--- config.mk ---
export PLATFORM = sky130hd
export DESIGN_NAME = fpu_sched
export DESIGN_NICKNAME = d
export VERILOG_FILES = /design/src/rtl/fpu_pkg.sv /design/src/rtl/rr_arbiter.sv /design/src/rtl/fpu_sched.sv
export SDC_FILE = /design/constraint.sdc
export NUM_CORES = 1
export LEC_CHECK = 0
export CORE_MARGIN = 2
export CORE_UTILIZATION = 31
export DETAILED_ROUTE_END_ITERATION = 7
export PLACE_DENSITY_LB_ADDON = 0.15
export SYNTH_ARGS = -nofsm -noshare
export SYNTH_HDL_FRONTEND = slang
export SYNTH_SLANG_ARGS = --single-unit
--- constraint.sdc ---
create_clock -name clk -period 4.1 [get_ports clk]
set_input_delay 0.82 -clock clk [delete_from_list [all_inputs] [get_ports clk]]
set_output_delay 0.82 -clock clk [all_outputs]
set_load 0.02 [all_outputs]
--- src/rtl/fpu_pkg.sv ---
// Shared definitions for the fpu scheduler: opcode enum and datapath widths.
package fpu_pkg;

  localparam int unsigned FP_WIDTH   = 16;
  localparam int unsigned FLAG_WIDTH = 3;
  localparam int unsigned OP_WIDTH   = 2;

  typedef enum logic [OP_WIDTH-1:0] {
    ADD = 2'd0,
    SUB = 2'd1,
    MUL = 2'd2,
    DIV = 2'd3
  } fpu_op_t;

endpackage

--- src/rtl/rr_arbiter.sv ---
// Round-robin arbiter: one-hot grant to the first requester after 'pointer'.
// Ports:
//   req     - request vector
//   pointer - index of the last granted requester; search starts at pointer+1
//   grant   - one-hot (or zero) grant, purely combinational
module rr_arbiter #(
  parameter int unsigned N = 4
) (
  input  logic [N-1:0]         req,
  input  logic [$clog2(N)-1:0] pointer,
  output logic [N-1:0]         grant
);

  localparam int unsigned PW = $clog2(N);

  int unsigned idx;
  logic        found;

  // Walk the requesters once, starting just past the pointer, wrapping modulo N.
  always_comb begin
    grant = '0;
    found = 1'b0;
    idx   = 0;
    for (int unsigned k = 1; k <= N; k++) begin
      idx = (32'(pointer) + k) % N;
      if (!found && req[PW'(idx)]) begin
        grant[PW'(idx)] = 1'b1;
        found           = 1'b1;
      end
    end
  end

endmodule

--- src/rtl/fpu_sched.sv ---
// Shares one fixed-latency fpu among NUM_REQ requesters.
// Round-robin issue, per-requester in-flight limit MAX_OUT, and an unstalled
// tag pipe that routes each result back PIPELINE_DEPTH cycles after issue.
// Ports:
//   clk, reset               - clock, synchronous active-high reset
//   req_valid/req_ready      - per-requester offer / accept (ready is combinational)
//   req_opA/req_opB/req_op   - flattened per-requester operands and opcode
//   fpu_opA/fpu_opB/fpu_op   - issue to the shared fpu (zero when idle)
//   fpu_result, fpu_*flow, fpu_inexact - fpu outputs, aligned with the response
//   rsp_valid/rsp_id/rsp_result/rsp_flags - returned result (zero when not valid)
//   busy                     - any operation in flight
// Build option: define FPU_SCHED_FLAGS_EN to forward fpu status flags on rsp_flags.
module fpu_sched
  import fpu_pkg::*;
#(
  parameter int unsigned NUM_REQ        = 4,
  parameter int unsigned PIPELINE_DEPTH = 3,
  parameter int unsigned MAX_OUT        = 2
) (
  input  logic                          clk,
  input  logic                          reset,
  input  logic [NUM_REQ-1:0]            req_valid,
  output logic [NUM_REQ-1:0]            req_ready,
  input  logic [NUM_REQ*FP_WIDTH-1:0]   req_opA,
  input  logic [NUM_REQ*FP_WIDTH-1:0]   req_opB,
  input  logic [NUM_REQ*OP_WIDTH-1:0]   req_op,
  output logic [FP_WIDTH-1:0]           fpu_opA,
  output logic [FP_WIDTH-1:0]           fpu_opB,
  output logic [OP_WIDTH-1:0]           fpu_op,
  input  logic [FP_WIDTH-1:0]           fpu_result,
  input  logic                          fpu_overflow,
  input  logic                          fpu_underflow,
  input  logic                          fpu_inexact,
  output logic                          rsp_valid,
  output logic [$clog2(NUM_REQ)-1:0]    rsp_id,
  output logic [FP_WIDTH-1:0]           rsp_result,
  output logic [FLAG_WIDTH-1:0]         rsp_flags,
  output logic                          busy
);

  localparam int unsigned IW = $clog2(NUM_REQ);
  localparam int unsigned CW = $clog2(MAX_OUT + 1);

  logic [NUM_REQ-1:0]  eligible;
  logic [NUM_REQ-1:0]  arb_grant;
  logic [NUM_REQ-1:0]  grant;
  logic [NUM_REQ-1:0]  rsp_dec;
  logic                gnt_any;
  logic [IW-1:0]       gnt_idx;
  logic [IW-1:0]       last_grant;
  logic [CW-1:0]       out_cnt [NUM_REQ];
  logic [PIPELINE_DEPTH-1:0] tag_valid;
  logic [IW-1:0]       tag_id [PIPELINE_DEPTH];

  // Response-cycle decrement counts toward eligibility so a full requester
  // can be re-granted in the very cycle its oldest result returns.
  always_comb begin
    eligible = '0;
    rsp_dec  = '0;
    for (int unsigned i = 0; i < NUM_REQ; i++) begin
      rsp_dec[i]  = tag_valid[PIPELINE_DEPTH-1] && (tag_id[PIPELINE_DEPTH-1] == IW'(i));
      eligible[i] = req_valid[i] && ((out_cnt[i] < CW'(MAX_OUT)) || rsp_dec[i]);
    end
  end

  rr_arbiter #(.N(NUM_REQ)) u_arb (
    .req     (eligible),
    .pointer (last_grant),
    .grant   (arb_grant)
  );

  assign grant     = reset ? '0 : arb_grant;
  assign req_ready = grant;
  assign gnt_any   = |grant;

  // One-hot grant selects the operands driven to the fpu; idle issues zeros.
  always_comb begin
    fpu_opA = '0;
    fpu_opB = '0;
    fpu_op  = ADD;
    gnt_idx = '0;
    for (int unsigned i = 0; i < NUM_REQ; i++) begin
      if (grant[i]) begin
        fpu_opA = req_opA[i*FP_WIDTH +: FP_WIDTH];
        fpu_opB = req_opB[i*FP_WIDTH +: FP_WIDTH];
        fpu_op  = req_op[i*OP_WIDTH +: OP_WIDTH];
        gnt_idx = IW'(i);
      end
    end
  end

  // Round-robin pointer.
  always_ff @(posedge clk) begin
    if (reset)        last_grant <= IW'(NUM_REQ - 1);
    else if (gnt_any) last_grant <= gnt_idx;
  end

  // Tag pipe, shifts every cycle; idle slots carry id 0.
  always_ff @(posedge clk) begin
    if (reset) begin
      tag_valid <= '0;
      for (int unsigned s = 0; s < PIPELINE_DEPTH; s++) tag_id[s] <= '0;
    end else begin
      tag_valid[0] <= gnt_any;
      tag_id[0]    <= gnt_idx;
      for (int unsigned s = 1; s < PIPELINE_DEPTH; s++) begin
        tag_valid[s] <= tag_valid[s-1];
        tag_id[s]    <= tag_id[s-1];
      end
    end
  end

  // Per-requester in-flight counters.
  always_ff @(posedge clk) begin
    for (int unsigned i = 0; i < NUM_REQ; i++) begin
      if (reset)                       out_cnt[i] <= '0;
      else if (grant[i] && !rsp_dec[i]) out_cnt[i] <= out_cnt[i] + CW'(1);
      else if (!grant[i] && rsp_dec[i]) out_cnt[i] <= out_cnt[i] - CW'(1);
    end
  end

  assign rsp_valid  = tag_valid[PIPELINE_DEPTH-1];
  assign rsp_id     = tag_id[PIPELINE_DEPTH-1];
  assign rsp_result = rsp_valid ? fpu_result : '0;
  assign busy       = |tag_valid;

`ifdef FPU_SCHED_FLAGS_EN
  assign rsp_flags = rsp_valid ? {fpu_inexact, fpu_underflow, fpu_overflow} : '0;
`else
  logic unused_flags;
  assign unused_flags = fpu_inexact ^ fpu_underflow ^ fpu_overflow;
  assign rsp_flags    = '0;
`endif

endmodule
==> run metrics, run 1 <==
GRT Resource Usage Total 24.1%; Routed Antenna Nets 0; Fill cells 729; Mapped Avg Cell Area 8.16 sq um; family with the most delay on the worst path compound AO/OA/AOI/OAI gates; Worst slew margin 65.5%; max frequency 235 MHz; antenna violations before repair 0; min-delay worst type reg2reg; worst skew pair latency ~270 ps; max cap viols 0; Placed Instances 710; number of synthesized register bits 19; clock sinks 19; H-tree Lvls 1; GRT overflow 0; Port-buffer cells ~220; ys flop type dfxtp_1; ant diodes 0; Post-synth EDFFs 8; nets 796; TritonCTS clock tree yes; final wirelength approximately 13 mm; Post-Synthesis Cells 357; Row Count 35; Layout area overhead 118%; post-DP HPWL between 9 and 10 mm; Peak VDD IR 0.000546 V; violated checks negative setup slack; Min Hold Slack 439 ps; RSZ-0062 raised after global routing true; drt drc 0; Final min period between 4000 and 5000 ps; Wirelength per Cell 17.9 microns; Worst setup EP type primary output; Initial Util 31.7%; most used cell, CP buf_12; layout cells sized above 1 a little over a third; library cells used by synthesis 52; die area 0.0102 sq mm; worst-case clock buffer depth 2; final cell count without fillers 737; DR vias/cell approximately 5.5; Die H 101 microns; Setup CP Type reg2out; Final Cycle Share 104%; number of global-route vias before repair 4,168; Post-Syn Area 0.00291 sq mm; Warnings, synthesis 0; Critical path buffers and inverters 5; DRT iter0 DRCs between 100 and 150; GP Congestion 0.915; CP Max Fanout 6; final number of max-transition violations 0; CP max-delay cell or4_4; Slew @ Worst Pin 515 ps; CTS buffer count 3; P per Cell Area 809 mW/mm^2; CP cell instances clkinv_4 > ha_4 > o2111a_1 > or4_4 > or3_4 > a2111o_2 > buf_12 > buf_12 > buf_16 > o2111ai_4 > o221ai_2 > buf_4; ys async rst share 0%; CTS root buf clkbuf_8; largest net degree at the start of global routing 26; core area 0.00920 sq mm; Finish-stage setup viols 34; CP peak stage delay 540 ps; post-synthesis sequential area ratio approximately 16%; Critical Path AT ~3400 ps; first-pass GRT wire length 19.9 mm; leakage 2.56 nW; Ports 222; Req. time, crit path 3280 ps; Die W 101 microns; first drt pass iteration count 4; final hold vios 0; routed vias 4,047; crit start category flip-flop; total power 0.00514 W; status complete, but fails checks; clk slew on worst S/H paths around 80 ps; clk_skew 6.74 ps; final worst-path setup slack -156 ps; Hold Buf Count CTS 0
per-stage QoR:
stage	setup TNS [ps]	setup slack, ps	cell area [sq um]	util (%)
global route	-6610	-225	6350	69.1
finish	-3920	-156	6350	69.1
CTS	-3110	-133	6100	66.3
global placement	-30150	-882	5540	60.3
detailed placement	-30910	-925	5540	60.3
floorplan	0	22.4	2940	-
layout make-up:
type	count	area [sq um]	share of cell area (%)
repair buffers	301	3070	48.3
multi-input cells	264	2470	38.8
flip-flops and latches	19	468	7.37
inverters	38	160	2.52
well taps	111	139	2.19
clock buffers	3	41.3	0.650
clock inverters	1	5.00	0.0788
power by group:
part | internal [W] | leakage, nW | switching (W)
registers | 0.000288 | 0.178 | 0.0000384
logic | 0.00233 | 2.36 | 0.00234
clock network | 0.0000681 | 0.0255 | 0.0000741
synth_stat cells, types with 7 or more instances:
master / count / share of area (%)
inv_1: 36 / 4.6
a21oi_1: 31 / 5.3
nor2_1: 29 / 3.7
o2111ai_1: 29 / 8.7
o221ai_2: 19 / 9.8
and2_1: 16 / 3.4
clkbuf_1: 14 / 1.8
a211o_1: 12 / 3.6
and3_1: 12 / 2.6
nand3b_1: 12 / 3.1
dfxtp_1: 11 / 7.6
o221a_2: 10 / 3.9
buf_2: 8 / 1.4
edfxtp_1: 8 / 8.3
ha_1: 8 / 3.4
buf_4: 7 / 1.8
nand3_1: 7 / 1.2
path summary, 6_finish.rpt:
kind / startpoint / endpoint / slack, ps / cells after the start
worst max-delay path: last_grant[0]$_SDFFE_PP1P_ / fpu_opB[9] / -160 / 12
worst min-delay path: tag_id[0][2]$_SDFF_PP0_ / tag_id[0][4]$_SDFF_PP0_ / 440 / 1
worst max register to register: last_grant[0]$_SDFFE_PP1P_ / tag_valid[0]$_SDFF_PP0_ / 740 / 14
worst min register to register: tag_id[0][2]$_SDFF_PP0_ / tag_id[0][4]$_SDFF_PP0_ / 440 / 1
registers in the layout, summed over array words and instances (netlist names):
name and flops:
tag_id 6, out_cnt 8, tag_valid 3, last_grant 2
cells in the final DEF (no fill, tap or decap), types with 8 or more instances in the layout:
master	count
and3_1	12
buf_6	24
nor2_4	10
nand3b_1	12
o221ai_2	25
buf_4	77
and2_1	16
a21oi_1	27
nor2_1	16
o221a_2	10
buf_12	11
clkdlybuf4s50_1	173
a211o_1	12
o2111ai_2	21
edfxtp_1	8
inv_1	34
per-layer routing:
| metal | share of wire [%] | track usage, % |
|---|---|---|
| met5 | 0 | 0 |
| met4 | 2.6 | 7.48 |
| met3 | 6.7 | 5.27 |
| met2 | 54 | 46.4 |
| met1 | 37 | 26.1 |
logic make-up after synthesis:
group | after synthesis | share of synthesized area [%]
and+or+nand+nor | 110 | 21.7
AOI/OAI and AO/OA | 131 | 39.6
adders and majority gates | 8 | 3.44
muxes | 4 | 3.09
DFF | 19 | 15.8
buffers and inverters | 76 | 13.8
other | 1 | 0.129
xor gates and xnor gates | 8 | 2.41
worst register-to-register path: stages (launching register included):
cell and delay [ps]:
dfxtp_2 360, clkinv_4 60, ha_4 260, o2111a_1 140
or4_4 550, buf_4 170, a211oi_4 250, a2111o_2 200
buf_12 120, buf_12 130, clkinv_8 80, buf_16 150
buf_4 130, buf_4 130, or4_1 500
what timing repair did:
action / 4_1_cts / 5_1_grt
pin swaps: 9 / 13
gates cloned: 7 / 0
resized for setup: 258 / 56
setup buffers: 14 / 3
setup endpoints to repair: 38 / 35
Power figures use the tool's default switching activity.
==> run 2, diff against run 1 <==
Settings changed: CTS_BUF_LIST from default to sky130_fd_sc_hd__clkbuf_16, CTS_CLUSTER_SIZE from default to 16.
==> run metrics, run 2 (synthesis results as in run 1) <==
r2r worst-path depth 14 (unchanged); combinational power share 89.8% (-1.1 points); GRT Resource Usage Total 24.7% (+0.53 points); CTS root buf clkbuf_16; commonest non-fill, non-tap cell in the layout clkdlybuf4s50_1; Wirelength per Cell 18.0 microns (about the same); first-pass GRT wire length 20.2 mm (+1.5%); GRT overflow 0 (unchanged); register bank with the most flops out_cnt; max FFs per register 8 (unchanged); Slew @ Worst Pin 513 ps (-2.27 ps); H-tree Lvls 1 (unchanged); RR Endpoint tag_valid[0]$_SDFF_PP0_; total power 0.00528 W (+2.7%); worst reg-to-reg setup slack 770 ps (+30 ps); worst-case clock buffer depth 2 (unchanged); TritonCTS clock tree yes; max frequency 237 MHz (+0.98%); status complete, but fails checks; Hold Buf Count CTS 0 (unchanged); Final min period 4210 ps (-41.3 ps); Worst slew margin 65.6% (+0.15 points); Row Count 35 (unchanged); utilization after layout 70.0% (+0.97 points); clk slew on worst S/H paths 60 ps (-20 ps); Initial Util 31.7% (unchanged); Final Cycle Share 103% (-1.0 points); clk_skew 6.19 ps (-0.550 ps); layout cells sized above 1 38.1% (+1.5 points); Worst Hold End tag_id[0][4]$_SDFF_PP0_; Clk pwr share 4.0% (+1.2 points); drt drc 0 (unchanged); P_sw 0.00247 W (+0.44%); Finish-stage setup viols 34 (unchanged); min-delay src tag_id[0][2]$_SDFF_PP0_; ant diodes 0 (unchanged); max cap viols 0 (unchanged); final wirelength 13.3 mm (+0.36%); final number of max-transition violations 0 (unchanged); part of the power in registers 6.2% (-0.2 points); Routed Antenna Nets 0 (unchanged); number of global-route vias before repair 4,232 (+1.5%); DRT iter0 DRCs 115 (unchanged); worst skew pair latency 260 ps (about the same); Setup CP Type in2out; final cell count without fillers 739 (+0.27%); largest net degree at the start of global routing 26 (unchanged); GP Congestion 0.915 (unchanged); nets 798 (+0.25%); die area 0.0102 sq mm (unchanged); CP Max Fanout 6 (unchanged); post-DP HPWL 9.65 mm (unchanged); leakage 2.59 nW (+1.3%); violated checks negative setup slack; Layout area overhead 121%; antenna violations before repair 0 (unchanged); CTS buffer count 3 (unchanged); Critical Path AT 3390 ps (-50 ps); Internal Power 0.00281 W (+4.8%); final worst-path setup slack -114 ps (+41.3 ps); Die H 101 microns (unchanged); Peak VDD IR 0.000532 V (-2.7%); clock sinks 19 (unchanged); R2R Path Start last_grant[0]$_SDFFE_PP1P_; most frequent cells in the layout 173 x clkdlybuf4s50_1, 77 x buf_4, 33 x inv_1; Sw Ratio 46.7% (-1.1 points); first drt pass iteration count 4 (unchanged); Ports 222 (unchanged); largest registers out_cnt: 8 flops, tag_id: 6 flops, tag_valid: 3 flops; Worst setup EP type primary output; core area 0.00920 sq mm (unchanged); P per Cell Area 820 mW/mm^2 (+1.3%); DR vias/cell 5.50 (+0.22%); min-delay worst type reg2reg; Die W 101 microns (unchanged); Port-buffer cells 215 (unchanged); WHS Path Cells 1 (unchanged); Fill cells 709 (-2.7%); crit start category input pin; RSZ-0062 raised after global routing true; Req. time, crit path 3280 ps (about the same); routed vias 4,067 (+0.49%); Min Hold Slack 434 ps (-4.67 ps); final hold vios 0 (unchanged); total negative slack -2510 ps (+1410 ps); Placed Instances 710 (unchanged)
run 2: cell types whose count changed in the layout (fill, tap and decap cells not counted), sizes merged:
| cell | previous run | this run |
|---|---|---|
| bufbuf | 0 | 1 |
| clkbuf | 4 | 6 |
| clkdlybuf4s15 | 2 | 0 |
| buf | 122 | 123 |
run 2: final cells by class:
class	instances	area, sq um	area share, %
Inverter	38	160	2.49
Clock buffer	3	75.1	1.17
Tap cell	111	139	2.16
Timing Repair Buffer	303	3120	48.5
Multi-Input combinational cell	264	2470	38.4
Clock inverter	1	5.00	0.0777
Sequential cell	19	468	7.27
run 2: worst max-delay path by stage:
stage | from | endpoint | slack, ps | cells after the start
final | req_valid[0] | fpu_opB[9] | -110 | 11
after global routing | last_grant[0]$_SDFFE_PP1P_ | fpu_opA[11] | -190 | 12
after CTS | tag_id[0][5]$_SDFF_PP0_ | fpu_opB[8] | -110 | 11
after detailed placement | req_valid[0] | fpu_opB[10] | -920 | 10
after global placement | req_valid[0] | fpu_opB[10] | -880 | 10
after floorplan | last_grant[0]$_SDFFE_PP1P_ | fpu_opA[10] | 20 | 14
run 2: per-stage QoR:
stage / setup slack [ps] / instance area, sq um
2_1_floorplan: 22.4 / 2940
3_3_place_gp: -882 / 5540
3_5_place_dp: -925 / 5540
4_1_cts: -115 / 6230
5_1_grt: -187 / 6440
6_report: -114 / 6440
run 2: power groups by stage:
stage,clock [W],sequential (W),combinational (W)
after floorplan,0,0.000331,0.00220
after global placement,0,0.000327,0.00380
after detailed placement,0,0.000330,0.00383
after CTS,0.000216,0.000330,0.00448
after global routing,0.000226,0.000338,0.00502
final,0.000213,0.000328,0.00474
run 2: repair_timing:
action	in CTS	in global routing
setup endpoints to repair	38	35
cloned	8	1
gates resized for setup	273	48
buffers inserted	15	2
pin swaps	10	8
run 2: layer usage:
| metal | routed length (microns) | global-route usage, % |
|---|---|---|
| met5 | 0 | 0 |
| met4 | 382 | 8.00 |
| met3 | 891 | 5.34 |
| met2 | 7160 | 47.6 |
| met1 | 4840 | 26.4 |
run 2: critical path, stage by stage:
cell	delay, ps
buf_6	100
o2111a_1	140
or4_4	540
or3_4	380
a2111o_2	500
buf_12	150
buf_12	140
buf_16	140
o2111ai_4	170
o221ai_2	130
buf_4	170
==> run 3, diff against run 2 <==
Settings changed: CAP_MARGIN from default to 10, PLACE_DENSITY from default to 0.82, PLACE_DENSITY_LB_ADDON 0.15 to default.
==> run metrics, run 3 (synthesis results as in run 1) <==
Final Cycle Share 104% (+1.2 points); final number of max-transition violations 0 (unchanged); DRT iter0 DRCs 178 (+55%); Worst setup EP type primary output; clk_skew 4.22 ps (-1.97 ps); part of the power in registers 6.3% (about the same); combinational power share 89.8% (about the same); final instance area 0.00643 sq mm (-0.16%); Met3 Wirelength 1.14 mm (+28%); number of global-route vias before repair 4,430 (+4.7%); Min Hold Slack 441 ps (+7.31 ps); layout cells sized above 1 35.8% (-2.3 points); Peak VDD IR 0.000585 V (+10%); CP peak stage delay 560 ps (+20 ps); final worst-path setup slack -165 ps (-50.8 ps); CP Max Fanout 7 (+1); WL met2 8.13 mm (+14%); post-DP HPWL 10.7 mm (+11%); Finish-stage setup viols 34 (unchanged); Die H 101 microns (unchanged); final wirelength 15.0 mm (+13%); routed vias 4,233 (+4.1%); RSZ-0062 raised after global routing true; DR top layer met4; GRT overflow 0 (unchanged); nets 804 (+0.75%); wl on met1 5.06 mm (+4.5%); Fill cells 699 (-1.4%); Routed Antenna Nets 0 (unchanged); CTS root buf clkbuf_16; antenna violations before repair 1 (+1); worst reg-to-reg setup slack 790 ps (+20 ps); leakage 2.67 nW (+2.8%); Setup CP Type reg2out; core area 0.00920 sq mm (unchanged); Final min period 4270 ps (+50.8 ps); Wirelength per Cell 20.1 microns (+12%); P per Cell Area 819 mW/mm^2 (-0.18%); largest registers out_cnt: 8 flops, tag_id: 6 flops, tag_valid: 3 flops; worst-case clock buffer depth 2 (unchanged); Row Count 35 (unchanged); crit start category flip-flop; status complete, but fails checks; GP Congestion 0.908 (-0.83%); max frequency 234 MHz (-1.2%); Ports 222 (unchanged); CTS buffer count 3 (unchanged); first drt pass iteration count 4 (unchanged); die area 0.0102 sq mm (unchanged); min-delay worst type reg2reg; TritonCTS clock tree yes; register bank with the most flops out_cnt; most frequent cells in the layout 173 x clkdlybuf4s50_1, 78 x buf_4, 33 x inv_1; final hold vios 0 (unchanged); GRT Resource Usage Total 27.2% (+2.5 points); Register Area 467 sq um (-0.27%); total negative slack -4690 ps (-2180 ps); DR vias/cell 5.67 (+3.1%); Internal Power 0.00275 W (-2.4%); Critical Path AT 3450 ps (+60 ps); max cap viols 0 (unchanged); Clk pwr share 3.9% (about the same); worst skew pair latency 250 ps (about the same); H-tree Lvls 1 (unchanged); clk slew on worst S/H paths 60 ps (about the same); CP cell instances and3b_2 > o2111a_1 > or4_4 > or3_4 > a2111o_2 > buf_12 > clkbuf_16 > o2111ai_4 > o221ai_2 > buf_4; max FFs per register 8 (unchanged); CP max-delay cell or4_4; largest net degree at the start of global routing 39 (+50%); P_sw 0.00252 W (+2.1%); Layout area overhead 121%; Die W 101 microns (unchanged); area of the multi-input gates 0.00245 sq mm (-0.71%); clock sinks 19 (unchanged); Sw Ratio 47.8% (+1.1 points); commonest non-fill, non-tap cell in the layout clkdlybuf4s50_1; Port-buffer cells 215 (unchanged); drt drc 0 (unchanged); DP Area 0.00557 sq mm (+0.54%); Initial Util 31.7% (unchanged); Req. time, crit path 3280 ps (about the same); first-pass GRT wire length 21.9 mm (+8.3%); violated checks negative setup slack
==> run 3: critical path, delay by kind of cell, from the launching register on <==
family	cells	cell delay, ps
and+or+nand+nor	3	1190
AOI/OAI and AO/OA	4	1120
buffers and inverters	3	530
DFF	1	350
==> run 3: path summary, 6_finish.rpt <==
check | from | end | cells after the start
worst max-delay path | tag_id[0][4]$_SDFF_PP0_ | fpu_opB[12] | 10
worst max register to register | tag_id[0][4]$_SDFF_PP0_ | out_cnt[2][1]$_SDFFCE_PN0P_ | 11
worst min register to register | tag_id[0][3]$_SDFF_PP0_ | tag_id[0][5]$_SDFF_PP0_ | 1
worst min-delay path | tag_id[0][3]$_SDFF_PP0_ | tag_id[0][5]$_SDFF_PP0_ | 1
==> run 3: repair_timing <==
action | in CTS | in global routing
pin swaps | 13 | 14
hold buffers | 0 | 0
resized for setup | 248 | 39
cloned | 7 | 4
setup endpoints to repair | 38 | 37
buffers inserted | 13 | 6
==> run 3: cell type report <==
cell class / instances / area share (%)
Antenna cell: 1 / 0.0389
Clock buffer: 3 / 1.17
Clock inverter: 1 / 0.0778
Inverter: 38 / 2.49
Multi-Input combinational cell: 264 / 38.1
Sequential cell: 19 / 7.26
Tap cell: 111 / 2.16
Timing Repair Buffer: 306 / 47.9
Timing Repair inverter: 3 / 0.759
==> run 3: metal layers <==
layer	GRT usage (%)	up-vias
met5	0	-
met4	12.1	0
met3	4.92	48
met2	51.9	234
met1	28.8	2018
li1	-	1933
==> run 3: stage by stage <==
step	instances	total power (W)	utilization, %	worst slack, ps
floorplan	359	0.00253	-	22.4
global placement	713	0.00416	60.6	-895
detailed placement	713	0.00422	60.6	-987
CTS	736	0.00491	66.8	-98.3
global route	746	0.00558	69.9	-242
finish	746	0.00526	69.9	-165
==> run 3: power groups by stage <==
stage / Combinational [W] / Sequential (W) / Clock [W]
4_1_cts: 0.00438 / 0.000327 / 0.000205
3_3_place_gp: 0.00383 / 0.000324 / 0
3_5_place_dp: 0.00389 / 0.000329 / 0
6_report: 0.00473 / 0.000330 / 0.000204
2_1_floorplan: 0.00220 / 0.000331 / 0
5_1_grt: 0.00502 / 0.000337 / 0.000217
